## src/rtl/aes_key_sequencer.sv

```systemverilog
// -----------------------------------------------------------------------------
// aes_key_sequencer
//   Drives the key_expansion strobe interface with timed level pulses, samples
//   the round key after a settle window and hands one round key per
//   valid/ready beat to the AES round datapath. Encrypt walks rounds 0..10,
//   decrypt walks 10..0. Decrypt needs the schedule walked once; if it has
//   not been walked, the block primes it with ten ready_enc pulses first.
//
// Parameters
//   PULSE_W  cycles each strobe is held high (and low between step pulses), >=1
//   SETTLE   cycles between a strobe falling and sampling key_expansion, >=1
//
// Ports
//   clk, rst_n                 clock, async active-low reset
//   key_load, key_data         load master key (accepted in IDLE only)
//   go, dec                    run a sequence; dec selects decrypt order
//   busy, done, err            status: not-IDLE, end-of-run pulse, go-without-key
//   ke_key_in                  master key to key_expansion
//   ke_set_new_key ..
//   ke_ready_dec               strobes to key_expansion (at most one high)
//   ke_key_enc, ke_key_dec     round keys from key_expansion
//   rk_valid, rk_ready         round-key handshake to the datapath
//   rk_data, rk_round, rk_last round key, its index, final-key flag
// -----------------------------------------------------------------------------
module aes_key_sequencer #(
  parameter int PULSE_W = 2,
  parameter int SETTLE  = 2
) (
  input  logic         clk,
  input  logic         rst_n,
  input  logic         key_load,
  input  logic [127:0] key_data,
  input  logic         go,
  input  logic         dec,
  output logic         busy,
  output logic         done,
  output logic         err,
  output logic [127:0] ke_key_in,
  output logic         ke_set_new_key,
  output logic         ke_start_enc,
  output logic         ke_ready_enc,
  output logic         ke_start_dec,
  output logic         ke_ready_dec,
  input  logic [127:0] ke_key_enc,
  input  logic [127:0] ke_key_dec,
  output logic         rk_valid,
  input  logic         rk_ready,
  output logic [127:0] rk_data,
  output logic [3:0]   rk_round,
  output logic         rk_last
);

  localparam int MAXC = (PULSE_W > SETTLE) ? PULSE_W : SETTLE;
  localparam int CW   = (MAXC > 1) ? $clog2(MAXC) : 1;

  typedef enum logic [3:0] {
    S_IDLE, S_LOAD, S_PRIME_HI, S_PRIME_LO, S_START,
    S_SETTLE, S_PRESENT, S_STEP_HI, S_STEP_LO, S_DONE
  } state_t;

  state_t          r_state, w_nstate;
  logic [CW-1:0]   r_cnt;          // cycles spent in the current state
  logic [3:0]      r_prime;        // prime pulses completed
  logic            r_dec;          // mode of the current/pending run
  logic            r_pend_go;      // go arrived together with key_load
  logic            r_first;        // next sample is the first key of the run
  logic            r_key_loaded;
  logic            r_sched_valid;  // key_expansion has walked to round 10

  logic            w_pw_done, w_st_done, w_mode;
  logic            w_busy, w_done, w_err, w_set, w_senc, w_renc, w_sdec, w_rdec, w_valid;
  logic [3:0]      w_round_n;
  logic            w_last_n;

  assign w_pw_done = (r_cnt == CW'(PULSE_W - 1));
  assign w_st_done = (r_cnt == CW'(SETTLE - 1));

  // Round index and last flag for the key about to be presented.
  assign w_round_n = r_first ? (r_dec ? 4'd10 : 4'd0)
                             : (r_dec ? rk_round - 4'd1 : rk_round + 4'd1);
  assign w_last_n  = r_dec ? (w_round_n == 4'd0) : (w_round_n == 4'd10);

  // ---------------------------------------------------------------------------
  // State register, and the registered control outputs decoded from the next
  // state so every strobe is a clean flop output.
  // ---------------------------------------------------------------------------
  always_ff @(posedge clk or negedge rst_n) begin
    if (!rst_n) begin
      r_state        <= S_IDLE;
      r_cnt          <= '0;
      busy           <= 1'b0;
      done           <= 1'b0;
      err            <= 1'b0;
      ke_set_new_key <= 1'b0;
      ke_start_enc   <= 1'b0;
      ke_ready_enc   <= 1'b0;
      ke_start_dec   <= 1'b0;
      ke_ready_dec   <= 1'b0;
      rk_valid       <= 1'b0;
    end else begin
      r_state        <= w_nstate;
      r_cnt          <= (w_nstate != r_state) ? '0 : r_cnt + 1'b1;
      busy           <= w_busy;
      done           <= w_done;
      err            <= w_err;
      ke_set_new_key <= w_set;
      ke_start_enc   <= w_senc;
      ke_ready_enc   <= w_renc;
      ke_start_dec   <= w_sdec;
      ke_ready_dec   <= w_rdec;
      rk_valid       <= w_valid;
    end
  end

  // ---------------------------------------------------------------------------
  // Next-state logic
  // ---------------------------------------------------------------------------
  always_comb begin
    w_nstate = r_state;
    case (r_state)
      S_IDLE: begin
        if (key_load)
          w_nstate = S_LOAD;
        else if (go && r_key_loaded) begin
          // After a fresh load key_enc already shows round 0, so an encrypt
          // can skip the start pulse; decrypt must prime the schedule first.
          if (r_sched_valid) w_nstate = S_START;
          else               w_nstate = dec ? S_PRIME_HI : S_SETTLE;
        end
      end
      S_LOAD: begin
        // A load always leaves the schedule un-walked.
        if (w_pw_done)
          w_nstate = !r_pend_go ? S_IDLE : (r_dec ? S_PRIME_HI : S_SETTLE);
      end
      S_PRIME_HI: if (w_pw_done) w_nstate = S_PRIME_LO;
      S_PRIME_LO: if (w_pw_done) w_nstate = (r_prime == 4'd9) ? S_START : S_PRIME_HI;
      S_START:    if (w_pw_done) w_nstate = S_SETTLE;
      S_SETTLE:   if (w_st_done) w_nstate = S_PRESENT;
      S_PRESENT:  if (rk_valid && rk_ready) w_nstate = rk_last ? S_DONE : S_STEP_HI;
      S_STEP_HI:  if (w_pw_done) w_nstate = S_STEP_LO;
      S_STEP_LO:  if (w_pw_done) w_nstate = S_SETTLE;
      S_DONE:     w_nstate = S_IDLE;
      default:    w_nstate = S_IDLE;
    endcase
  end

  // ---------------------------------------------------------------------------
  // Output decode (values registered on the next edge)
  // ---------------------------------------------------------------------------
  always_comb begin
    // In IDLE the mode flop is being loaded from dec this very edge.
    w_mode  = (r_state == S_IDLE) ? dec : r_dec;
    w_busy  = (w_nstate != S_IDLE);
    w_done  = (w_nstate == S_DONE);
    w_err   = (r_state == S_IDLE) && go && !key_load && !r_key_loaded;
    w_set   = (w_nstate == S_LOAD);
    w_renc  = (w_nstate == S_PRIME_HI) || ((w_nstate == S_STEP_HI) && !w_mode);
    w_rdec  = (w_nstate == S_STEP_HI) && w_mode;
    w_senc  = (w_nstate == S_START) && !w_mode;
    w_sdec  = (w_nstate == S_START) && w_mode;
    w_valid = (w_nstate == S_PRESENT);
  end

  // ---------------------------------------------------------------------------
  // Key capture, schedule flags and round-key datapath
  // ---------------------------------------------------------------------------
  always_ff @(posedge clk or negedge rst_n) begin
    if (!rst_n) begin
      ke_key_in     <= '0;
      rk_data       <= '0;
      rk_round      <= '0;
      rk_last       <= 1'b0;
      r_prime       <= '0;
      r_dec         <= 1'b0;
      r_pend_go     <= 1'b0;
      r_first       <= 1'b0;
      r_key_loaded  <= 1'b0;
      r_sched_valid <= 1'b0;
    end else begin
      if (r_state == S_IDLE) begin
        r_dec   <= dec;
        r_first <= 1'b1;
        r_prime <= '0;
        if (key_load) begin
          ke_key_in     <= key_data;
          r_pend_go     <= go;
          r_key_loaded  <= 1'b1;
          r_sched_valid <= 1'b0;
        end
      end

      if (r_state == S_PRIME_LO && w_pw_done) begin
        r_prime <= r_prime + 4'd1;
        if (r_prime == 4'd9) r_sched_valid <= 1'b1;
      end

      // Sample only on the edge entering PRESENT; rk_* are frozen otherwise.
      if (r_state == S_SETTLE && w_st_done) begin
        rk_data  <= r_dec ? ke_key_dec : ke_key_enc;
        rk_round <= w_round_n;
        rk_last  <= w_last_n;
        r_first  <= 1'b0;
        if (!r_dec && w_round_n == 4'd10) r_sched_valid <= 1'b1;
      end
    end
  end

endmodule

```

## config.mk

```make
export PLATFORM = sky130hd
export DESIGN_NAME = aes_key_sequencer
export DESIGN_NICKNAME = d
export VERILOG_FILES = /design/src/rtl/aes_key_sequencer.sv
export SDC_FILE = /design/constraint.sdc
export NUM_CORES = 1
export LEC_CHECK = 0
export ABC_CLOCK_PERIOD_IN_PS = 3250
export CAP_MARGIN = 20
export CORE_AREA = 2 2 258 260
export CTS_BUF_LIST = sky130_fd_sc_hd__clkbuf_4 sky130_fd_sc_hd__clkbuf_8 sky130_fd_sc_hd__clkbuf_16
export DETAILED_ROUTE_END_ITERATION = 7
export DIE_AREA = 0 0 260 262
export PLACE_DENSITY = 0.55
export SYNTH_ARGS = -nofsm -noshare
export SYNTH_HDL_FRONTEND = slang
export SYNTH_SLANG_ARGS = --single-unit
```

## constraint.sdc

```tcl
create_clock -name clk -period 3.25 [get_ports clk]
set_input_delay 0.325 -clock clk [delete_from_list [all_inputs] [get_ports clk]]
set_output_delay 0.325 -clock clk [all_outputs]
set_load 0.01 [all_outputs]
```

==> reports/results.txt <==
The flow ran to the end, and the final reports show no timing, DRC or antenna violations. In this run the static leakage power is 0.00881 uW. The floorplan die height is 262 um. The logs give 0 for the final-report hold violation count and 16.1 mm for the met1 wire length.

The number of flops mapped to enable cells by yosys works out to 0. Summed over all instances, the cell type with the most area after synthesis is sky130_fd_sc_hd__dfrtp_1. In the layout the commonest cells are sky130_fd_sc_hd__clkdlybuf4s50_1, sky130_fd_sc_hd__dfrtp_1, sky130_fd_sc_hd__nand2_1, sky130_fd_sc_hd__mux2i_1, sky130_fd_sc_hd__o21ai_0.

After clock tree synthesis, the clock-pin slew on the worst setup and hold paths is 0.06 ns. The number of different library cells used by synthesis comes to 50. Together, buffers and inverters on the worst path number 2. For this run, the register share of the synthesized area comes to 58.5%.

For this run the aggregate overflow at the end of global routing stands at 0. In the detailed route, the total length drawn on met2 is 20.5 mm. The maximum fanout along the worst path was 16; the overall die width was 260 um. Power per cell area: 903 nW/um^2. Leading cell type in the layout, fill and taps excluded: sky130_fd_sc_hd__clkdlybuf4s50_1. For the top achievable clock speed, the log shows 423 MHz.

Once the clock tree was built, the resizer swapped 0 gates to a different size. Counting every net in the synthesized netlist gives 1385. The finished cells cover 20900 um^2. Entering global routing, the biggest net connects 135 pins.

The worst pin sits at a relative slew slack of 60.3%. Buffers inserted during clock tree synthesis total 35. The tools report the total of max-cap violations as 0.

TritonCTS built the clock tree. For the worst-skew pair, the clock arrives at the later sink with an insertion delay of 0.55 ns. The total die area was 68100 um^2; the final routed DRC violation total was 0. Transition at the pin with the smallest max-transition slack: 0.596 ns. Type of the worst setup path: reg -> reg. The area share of the largest cell type after synthesis was 58.5%; the clock skew was 0.0234 ns. The run gives 32.0% as the share of the core filled with cells. The total clock sinks was 284. In this run the cell area of the synthesized design comes to 12200 um^2.

The standard-cell row count was 94. Yosys printed 0 warnings. 660 I/O pins were placed. After legalization and detailed placement, the total HPWL measured 32.0 mm.

In this run, the number of DRC markers left after iteration 0 of detailed routing was 455. Among all stages on the critical path, the largest delay is contributed by sky130_fd_sc_hd__dfrtp_1. The routed length on met3 is 3.88 mm, and the number of setup violations in the final report is 0. After detailed routing, the average wire length per cell comes to 16.5 um. Summed over all failing endpoints, the final setup total negative slack is 0 ns.

Once the clock tree was built, the setup fixing pass inserted 0 buffers. Using the TritonRoute via totals, the vias-per-cell ratio works out to 3.89. The tools report the placed instance area as 19700 um^2.

The largest single stage delay on the critical path is 0.67 ns. The count of TritonRoute iterations in the first routing pass was 4. For the area of the placeable core, the log shows 65300 um^2. The tools report the arrival time of the worst setup path as 2.84 ns. The number of vias in the routed layout was 9831; the final period utilization was 72.7%. After synthesis the netlist holds a flip-flop and latch count of 284. The initial antenna violation count is 5, and the fraction of synthesis flops using an asynchronous set or reset pin is 100%.

The area added between synthesis and finish is 71.8%. Walking the worst path, the cells encountered are nor2b_1, a41oi_1, o221ai_2, inv_1, nor3b_1, buf_4. The family with the most delay on the worst path was simple AND/OR/NAND/NOR gates. The highest metal layer carrying signal wires in the routed design is met5. Setup repair after global routing left no endpoint under its margin. The run gives 10.1k as the number of global-route vias before repair. The number of nets with antenna violations after routing came out at 0. The worst setup path is captured at a register. The congestion estimate from routability-driven global placement came to 0.757.

In the synthesized netlist the dominant register cell turns out to be sky130_fd_sc_hd__dfrtp_1. The clock tree buffer depth is 3, and the total of buffers placed on input and output ports is 659. The first global-routing pass estimated 61.1 mm of wire. The run gives 2 as the number of H-tree levels. The type of the tightest min-delay check was in -> async. Each instance of the synthesized netlist takes up on average 12.3 um^2. The cell sitting at the root of the clock tree is a sky130_fd_sc_hd__clkbuf_16. Number of standard cells after synthesis: 990. By area the synthesized netlist is led by sky130_fd_sc_hd__dfrtp_1, sky130_fd_sc_hd__mux2i_1, sky130_fd_sc_hd__mux2_1. IR analysis of the VDD net gives a maximum drop of 0.000325 V. The count of pins over their slew limit came out at 0. The worst setup path is launched from a register. The smallest clock period supported by the final layout is computed as 2.36 ns. Global routing consumed, over all layers together, 11.7% of the routing resources. STA puts the critical path data required time at 3.73 ns. The final layout contains 2030 nets. Once the floorplan was initialized, standard cells occupied 18.6% of the core. The total length of routed wires is 41.8 mm.

Cells with a size suffix above 1 make up 8.19% of the layout.
==> metal layers <==
layer  vias to the layer above  track usage, %
met5                         -               0
met4                         2            4.49
met3                        75            4.36
met2                       386            19.7
met1                      4608            13.4
li1                       4760               -
==> final timing paths <==
kind	startpoint	depth (start not counted)	to	slack, ns
setup / recovery	r_state[2]	6	ke_ready_dec	0.89
hold / removal	rst_n	2	ke_key_in[93]	0.27
setup reg to reg	r_state[2]	6	ke_ready_dec	0.89
hold reg to reg	r_key_loaded	1	err	0.46
max in group asynchronous	rst_n	3	rk_data[28]	2.09
min in group clk	key_data[121]	2	ke_key_in[121]	0.37
==> sequential cells by signal, summed over array words and instances (netlist names), 4 cells and up <==
register / cells
rk_data: 128
ke_key_in: 128
r_state: 4
rk_round: 4
r_prime: 4
==> synth_stat cells, types with 2 or more instances <==
cell and n:
sky130_fd_sc_hd__dfrtp_1 284, sky130_fd_sc_hd__nand2_1 143, sky130_fd_sc_hd__mux2i_1 129, sky130_fd_sc_hd__o21ai_0 115
sky130_fd_sc_hd__mux2_1 81, sky130_fd_sc_hd__mux2_2 48, sky130_fd_sc_hd__clkbuf_1 30, sky130_fd_sc_hd__o21ai_1 28
sky130_fd_sc_hd__buf_2 17, sky130_fd_sc_hd__buf_6 11, sky130_fd_sc_hd__a21oi_1 8, sky130_fd_sc_hd__nor2_1 7
sky130_fd_sc_hd__nor3_1 7, sky130_fd_sc_hd__buf_1 6, sky130_fd_sc_hd__inv_1 5, sky130_fd_sc_hd__nand3_1 5
sky130_fd_sc_hd__ha_1 4, sky130_fd_sc_hd__nand2b_1 4, sky130_fd_sc_hd__nand3b_1 4, sky130_fd_sc_hd__nor2b_1 4
sky130_fd_sc_hd__o31ai_1 4, sky130_fd_sc_hd__xor2_1 4, sky130_fd_sc_hd__a21o_1 3, sky130_fd_sc_hd__and3_1 3
sky130_fd_sc_hd__nor4b_1 3, sky130_fd_sc_hd__xnor2_1 3, sky130_fd_sc_hd__a221oi_1 2, sky130_fd_sc_hd__a31oi_1 2
sky130_fd_sc_hd__and4_1 2, sky130_fd_sc_hd__nand4b_1 2, sky130_fd_sc_hd__nor4_1 2, sky130_fd_sc_hd__or3_1 2
==> where the power goes <==
group | switching [uW] | total (uW) | leakage [uW] | internal, uW
clock network | 1540 | 3900 | 0.000591 | 2370
logic | 3730 | 8610 | 0.00479 | 4880
registers | 1050 | 6330 | 0.00343 | 5280
==> through the flow <==
| step | total power [uW] | cells | worst slack (ns) | hold slack, ns |
|---|---|---|---|---|
| 3_5_place_dp | 15200 | 2461 | 0.802 | 0.247 |
| 5_1_grt | 20100 | 2527 | 0.542 | 0.266 |
| 3_3_place_gp | 15000 | 2461 | 0.905 | 0.246 |
| 2_1_floorplan | 10100 | 990 | 1.46 | 0.0294 |
| 4_1_cts | 19300 | 2525 | 0.776 | 0.234 |
| 6_report | 18800 | 2528 | 0.886 | 0.265 |
==> kinds of logic after synthesis <==
kind of cell | after synthesis | share of synthesized area, %
DFF | 284 | 58.5
muxes | 258 | 22.6
and+or+nand+nor | 195 | 7.23
AOI/OAI and AO/OA | 170 | 7.54
buffers and inverters | 71 | 3.08
xor gates and xnor gates | 7 | 0.505
adders and majority gates | 5 | 0.577
==> repair_timing <==
item,4_1_cts,5_1_grt
endpoints found under the hold margin,38,0
setup endpoints to repair,0,0
hold buffers,1,0
==> final cells by class <==
type                    instances  area (um^2)
diodes                          3         7.51
clock buffers                  54         1070
clock inverters                 9         88.8
fillers                      6596        44400
inverters                       6         22.5
multi-input cells             635         4680
flip-flops and latches        284         7110
well taps                     864         1080
repair buffers                673         6810
(Power assumes the default switching activity.)
